File: src/rtl/counter_seq_pkg.sv
// Shared types and default widths for the counter sweep sequencer.
package counter_seq_pkg;

  localparam int unsigned W_DEFAULT     = 8;
  localparam int unsigned DIV_W_DEFAULT = 8;
  localparam int unsigned LEGS_W        = 4;

  typedef enum logic [1:0] {
    ST_IDLE = 2'd0,
    ST_LOAD = 2'd1,
    ST_RUN  = 2'd2,
    ST_DONE = 2'd3
  } state_t;

endpackage

File: src/rtl/counter_seq_ctrl_tick_gen.sv
// Prescaler: counts 0..div and flags the terminal value as the step tick.
module tick_gen
  import counter_seq_pkg::*;
#(
  parameter int unsigned DIV_W = DIV_W_DEFAULT
) (
  input  logic             clk,
  input  logic             rst,
  input  logic             clear,
  input  logic             hold,
  input  logic [DIV_W-1:0] div,
  output logic             tick
);

  logic [DIV_W-1:0] r_cnt;

  always_ff @(posedge clk) begin
    if (rst || clear) begin
      r_cnt <= '0;
    end else if (!hold) begin
      if (r_cnt >= div) r_cnt <= '0;
      else              r_cnt <= r_cnt + DIV_W'(1);
    end
  end

  assign tick = (r_cnt == div);

endmodule

File: src/rtl/counter_seq_ctrl.sv
// Sweep sequencer driving an external up/down counter between two captured values.
module counter_seq_ctrl
  import counter_seq_pkg::*;
#(
  parameter int unsigned W     = W_DEFAULT,
  parameter int unsigned DIV_W = DIV_W_DEFAULT
) (
  input  logic              clk,
  input  logic              rst,
  input  logic              start,
  input  logic              abort,
  input  logic              pause,
  input  logic [W-1:0]      cfg_start,
  input  logic [W-1:0]      cfg_end,
  input  logic [DIV_W-1:0]  cfg_div,
  input  logic              cfg_pingpong,
  input  logic [LEGS_W-1:0] cfg_legs,
  input  logic [W-1:0]      count_in,
  output logic              cnt_en,
  output logic              cnt_dir,
  output logic              cnt_load,
  output logic [W-1:0]      load_val,
  output logic              cnt_oe,
  output logic              busy,
  output logic              done
);

  state_t              r_state;
  state_t              w_state_nxt;
  logic [W-1:0]        r_origin;
  logic [W-1:0]        r_target;
  logic [DIV_W-1:0]    r_div;
  logic                r_pingpong;
  logic [LEGS_W-1:0]   r_legs;
  logic [LEGS_W-1:0]   r_leg_cnt;

  logic w_capture;
  logic w_swap;
  logic w_presc_clr;
  logic w_presc_hold;
  logic w_tick;
  logic w_up;
  logic w_at_target;
  logic w_limit;

  assign w_up        = (r_target > r_origin);
  assign w_at_target = (count_in == r_target);
  assign w_limit     = (r_legs != '0) && (r_leg_cnt == r_legs - LEGS_W'(1));

  tick_gen #(.DIV_W(DIV_W)) u_tick_gen (
    .clk   (clk),
    .rst   (rst),
    .clear (w_presc_clr),
    .hold  (w_presc_hold),
    .div   (r_div),
    .tick  (w_tick)
  );

  always_ff @(posedge clk) begin
    if (rst) r_state <= ST_IDLE;
    else     r_state <= w_state_nxt;
  end

  // Shadow configuration and leg bookkeeping
  always_ff @(posedge clk) begin
    if (rst) begin
      r_origin   <= '0;
      r_target   <= '0;
      r_div      <= '0;
      r_pingpong <= 1'b0;
      r_legs     <= '0;
      r_leg_cnt  <= '0;
    end else begin
      if (w_capture) begin
        r_origin   <= cfg_start;
        r_target   <= cfg_end;
        r_div      <= cfg_div;
        r_pingpong <= cfg_pingpong;
        r_legs     <= cfg_legs;
      end
      if (r_state == ST_LOAD) begin
        r_leg_cnt <= '0;
      end
      if (w_swap) begin
        r_origin  <= r_target;
        r_target  <= r_origin;
        r_leg_cnt <= r_leg_cnt + LEGS_W'(1);
      end
    end
  end

  always_comb begin
    w_state_nxt  = r_state;
    w_capture    = 1'b0;
    w_swap       = 1'b0;
    w_presc_clr  = 1'b1;
    w_presc_hold = 1'b0;
    cnt_en       = 1'b0;
    cnt_dir      = 1'b0;
    cnt_load     = 1'b0;
    load_val     = '0;
    busy         = 1'b0;
    done         = 1'b0;

    unique case (r_state)
      ST_IDLE: begin
        if (start) begin
          w_capture   = 1'b1;
          w_state_nxt = ST_LOAD;
        end
      end
      ST_LOAD: begin
        cnt_load    = 1'b1;
        load_val    = r_origin;
        busy        = 1'b1;
        w_state_nxt = ST_RUN;
      end
      ST_RUN: begin
        busy         = 1'b1;
        cnt_dir      = w_up;
        w_presc_clr  = 1'b0;
        w_presc_hold = pause;
        if (w_at_target) begin
          // A degenerate sweep (origin == target) finishes even in ping-pong mode
          if (!r_pingpong || w_limit || (r_origin == r_target)) begin
            w_state_nxt = ST_DONE;
          end else begin
            w_swap      = 1'b1;
            w_presc_clr = 1'b1;
          end
        end else begin
          cnt_en = w_tick & ~pause;
        end
      end
      ST_DONE: begin
        busy        = 1'b1;
        done        = 1'b1;
        w_state_nxt = ST_IDLE;
      end
      default: w_state_nxt = ST_IDLE;
    endcase

    // Abort overrides everything, including a start seen in the same cycle
    if (abort) begin
      w_state_nxt  = ST_IDLE;
      w_capture    = 1'b0;
      w_swap       = 1'b0;
      w_presc_clr  = 1'b1;
      w_presc_hold = 1'b0;
      cnt_en       = 1'b0;
      cnt_dir      = 1'b0;
      cnt_load     = 1'b0;
      load_val     = '0;
      busy         = 1'b0;
      done         = 1'b0;
    end
  end

  assign cnt_oe = busy;

endmodule

File: config.mk
export PLATFORM = sky130hd
export DESIGN_NAME = counter_seq_ctrl
export DESIGN_NICKNAME = d
export VERILOG_FILES = /design/src/rtl/counter_seq_pkg.sv /design/src/rtl/counter_seq_ctrl_tick_gen.sv /design/src/rtl/counter_seq_ctrl.sv
export SDC_FILE = /design/constraint.sdc
export NUM_CORES = 1
export LEC_CHECK = 0
export CAP_MARGIN = 20
export CORE_ASPECT_RATIO = 0.7
export CORE_MARGIN = 2
export CORE_UTILIZATION = 29
export CTS_CLUSTER_DIAMETER = 30
export DETAILED_ROUTE_END_ITERATION = 8
export GPL_TIMING_DRIVEN = 0
export SLEW_MARGIN = 5
export SYNTH_ARGS = -nofsm -noshare
export SYNTH_HDL_FRONTEND = slang
export SYNTH_SLANG_ARGS = --single-unit
File: constraint.sdc
create_clock -name clk -period 3.3 [get_ports clk]
set_clock_uncertainty 0.05 [all_clocks]
set_input_delay 0.33 -clock clk [delete_from_list [all_inputs] [get_ports clk]]
set_output_delay 0.33 -clock clk [all_outputs]
set_load 0.05 [all_outputs]
==> key figures <==
Clock tree
  • TritonCTS clock tree: yes
  • Worst-case clock buffer depth: 2
  • Clk Latency, worst-skew pair: 0.28 ns
  • Post-CTS Hold Buffers: 0
  • PostCTS Resize Cnt: 0
  • Max H-tree Level: 2
  • CTS clock-pin slew for the worst setup and hold paths: 0.06 ns
  • Postcts setup bufs: 0
  • Number of sinks driven by the clock tree: 43
  • Number of buffers created by CTS: 5
  • Clock tree root buffer cell: sky130_fd_sc_hd__clkbuf_16

STA
  • Max Transition Viols Final: 0
  • Number of endpoints with negative hold slack in the final report: 0
  • Clock period minus worst slack: 2.86 ns
  • Fin Hold WS: 0.421 ns
  • Final setup violation count: 0
  • Unrepaired setup endpoints after global routing: false
  • Highest achievable clock rate: 350 MHz
  • Max transition margin: 55.0%
  • Summed negative setup slack over all endpoints: 0 ns
  • Crit share post-route: 86.6%
  • Transition time at the pin with the least slew margin: between 0.6 and 0.7 ns

Synthesis
  • Number of synthesized register bits: 43
  • Post-synthesis cell area: 2760 sq um
  • Sequential cell area fraction in the yosys report: 31.2%
  • Most used standard cell by instance count after synthesis: sky130_fd_sc_hd__nand2_1
  • EDFF count, synth: 0
  • Number of standard cells after synthesis: 359
  • Dominant synthesized flop cell: sky130_fd_sc_hd__dfxtp_1
  • Net count of the mapped netlist: between 400 and 500
  • Post-synth ARST share: 0%
  • Mean area per synthesized cell: 7.69 sq um
  • Yosys synthesis warning count: 0
  • Most used standard cells in the synthesized netlist: sky130_fd_sc_hd__nand2_1, sky130_fd_sc_hd__dfxtp_1, sky130_fd_sc_hd__ha_1, sky130_fd_sc_hd__nor3_1, sky130_fd_sc_hd__inv_1
  • Main area contributors after synthesis: sky130_fd_sc_hd__dfxtp_1, sky130_fd_sc_hd__ha_1, sky130_fd_sc_hd__nand2_1, sky130_fd_sc_hd__nor3_1, sky130_fd_sc_hd__a31oi_1
  • Library cell with the largest summed area after synthesis: sky130_fd_sc_hd__dfxtp_1
  • Distinct cell type count of the synthesized netlist: 42
  • Area fraction of the dominant cell type after synthesis: between 30% and 40%

Pwr
  • Cell leakage power: roughly 1.3 nW
  • Power spent charging and discharging nets: ~0.00035 W
  • Cell Pwr Density: 356 nW/um^2
  • Power, Total: 0.00128 W
  • Part of the power in combinational logic: 19.2%
  • Flop pwr share: 43.4%
  • Share of total power in the clock network: a little under two fifths
  • Share of total power consumed by net switching: approximately 27%
  • Internal cell power: 0.000930 W
  • Max rail drop VDD: 0.163 mV

Layout
  • Diodes inserted: 0
  • Fill cell count: between 900 and 1k
  • Number of nets in the finished design: 486
  • Layout overhead on the synthesized area: 30.5%
  • Number of standard cells in the final layout excluding fillers: about 550
  • Share of cells above drive strength 1: 4.28%

Global route
  • GRT Overall Usage: between 10% and 20%
  • Wire length of the first global-routing pass: 13.2 mm
  • Pin count of the biggest net entering global routing: 14
  • Final global-route overflow total: 0
  • Initial antenna violation count: 0
  • Number of global-route vias before repair: approximately 2.6k

Setup path
  • Maximum fanout count along the critical path: 10
  • Crit path kind: reg2out
  • Worst Path Arrival: 2.48 ns
  • Worst path required time: 2.92 ns
  • Type of destination of the critical path: output pin
  • Kind of start point of the critical path: flop

Outcome
  • Run status: completed

Floorplan
  • # rows: 29
  • Die boundary width: 121 um
  • Starting density of the core: 30.2%
  • Core outline area: a little over 9000 sq um
  • Die ar.: 10300 sq um
  • I/O pin total: 56
  • Die Span Y: 85.6 um

Detailed routing
  • Final routed DRC violation total: 0
  • Vias per cell: between 5 and 6
  • Post-route antenna net violation count: 0
  • First-pass iteration count of the detailed router: 5
  • Detailed Route Iter0 Violations: 220
  • WL/cell: roughly 15 um
  • Number of vias after detailed routing: 2773
  • Wire length after detailed routing: slightly above 8 mm

Placed design
  • Detailed placer's ending HPWL: 6.32 mm
  • Final Wtd Congestion: 0.900
  • Count of buffers from port buffering: 54
  • Count of placed standard cells including taps: 537

Min path
  • Hold WC Path Type: reg2reg

Flow run
  • Number of maximum-capacitance constraint violations: 0
[cell usage in the layout (no fill, tap or decap), types with 2 or more instances in the layout]
master,count
sky130_fd_sc_hd__clkinv_2,3
sky130_fd_sc_hd__ha_1,24
sky130_fd_sc_hd__a31oi_1,17
sky130_fd_sc_hd__clkdlybuf4s50_1,52
sky130_fd_sc_hd__nand3_1,3
sky130_fd_sc_hd__o2111ai_1,3
sky130_fd_sc_hd__nand4_1,10
sky130_fd_sc_hd__nand3b_1,2
sky130_fd_sc_hd__o311ai_0,4
sky130_fd_sc_hd__dlymetal6s2s_1,2
sky130_fd_sc_hd__inv_1,21
sky130_fd_sc_hd__a21o_1,2
sky130_fd_sc_hd__nor4_1,17
sky130_fd_sc_hd__a211oi_1,8
sky130_fd_sc_hd__and3_1,3
sky130_fd_sc_hd__xor2_1,8
sky130_fd_sc_hd__buf_2,4
sky130_fd_sc_hd__o21a_1,3
sky130_fd_sc_hd__nor3_1,24
sky130_fd_sc_hd__nor2_1,7
sky130_fd_sc_hd__clkbuf_1,18
sky130_fd_sc_hd__nand2b_1,3
sky130_fd_sc_hd__xnor2_1,11
sky130_fd_sc_hd__buf_4,2
sky130_fd_sc_hd__nand2_1,68
sky130_fd_sc_hd__clkbuf_16,5
sky130_fd_sc_hd__o211ai_1,2
sky130_fd_sc_hd__dfxtp_1,43
sky130_fd_sc_hd__o21ai_0,10
sky130_fd_sc_hd__a21oi_1,20
sky130_fd_sc_hd__nor2b_1,5
sky130_fd_sc_hd__and2_1,2
[stage by stage]
| step | utilization, % | cell area [sq um] | setup WS [ns] |
|---|---|---|---|
| floorplan | - | 2760 | 0.855 |
| global placement | 37.8 | 3460 | 0.0806 |
| detailed placement | 37.8 | 3460 | 0.0493 |
| CTS | 39.3 | 3600 | 0.0452 |
| global route | 39.4 | 3600 | 0.289 |
| finish | 39.4 | 3600 | 0.443 |
[cells by family after synthesis]
| group | share of synthesized area (%) |
|---|---|
| AND/OR/NAND/NOR | 26.4 |
| XOR/XNOR | 6.84 |
| AO/OA/AOI/OAI | 17.3 |
| adder cells (fa/ha/maj) | 10.9 |
| flip-flops | 31.2 |
| multiplexers | 0.362 |
| buffers and inverters | 7.11 |
[final timing paths]
check	slack, ns	cells past startpoint	endpoint	start
max	0.44	7	cnt_dir	r_state[0]
min	0.42	2	r_div[5]	r_div[5]
max reg2reg	1.08	8	r_div[2]	r_state[0]
min reg2reg	0.42	2	r_div[5]	r_div[5]
[power groups by stage]
stage	combinational, W	sequential (W)	clock [W]
6_report	0.000246	0.000557	0.000479
2_1_floorplan	0.000149	0.000560	0
3_3_place_gp	0.000238	0.000567	0
3_5_place_dp	0.000244	0.000567	0
5_1_grt	0.000272	0.000558	0.000514
4_1_cts	0.000245	0.000556	0.000486
[per-layer routing]
layer	vias to the layer above	share of wire, %	track usage [%]
met2	118	40	22.9
met5	-	0	0
met1	1239	51	23.5
li1	1404	-	-
met3	12	7.7	4.79
met4	0	1.1	4.33
[cell type report]
cell class	count	area (sq um)	area share, %
clock buffer	5	125	3.47
inverter	21	78.8	2.19
clock inverter	3	15.0	0.417
sequential	43	861	23.9
tap	124	155	4.31
multi-input combinational	269	1700	47.3
buffer	26	119	3.30
timing repair buffer	54	546	15.1
[critical path, stage by stage (launching register included)]
cell and delay [ns]:
sky130_fd_sc_hd__dfxtp_1 0.32, sky130_fd_sc_hd__inv_1 0.13, sky130_fd_sc_hd__ha_1 0.31, sky130_fd_sc_hd__nor2b_1 0.26, sky130_fd_sc_hd__clkbuf_1 0.42, sky130_fd_sc_hd__o211ai_1 0.15, sky130_fd_sc_hd__a31oi_1 0.16, sky130_fd_sc_hd__dlymetal6s2s_1 0.44
[flip-flops by register name (all words and copies together), names as in the netlist]
signal	flops
r_state	2
r_div	8
r_leg_cnt	4
u_tick_gen.r_cnt	8
r_pingpong	1
r_legs	4
r_origin	8
r_target	8
Note: power is estimated with default switching activity, not from simulation.
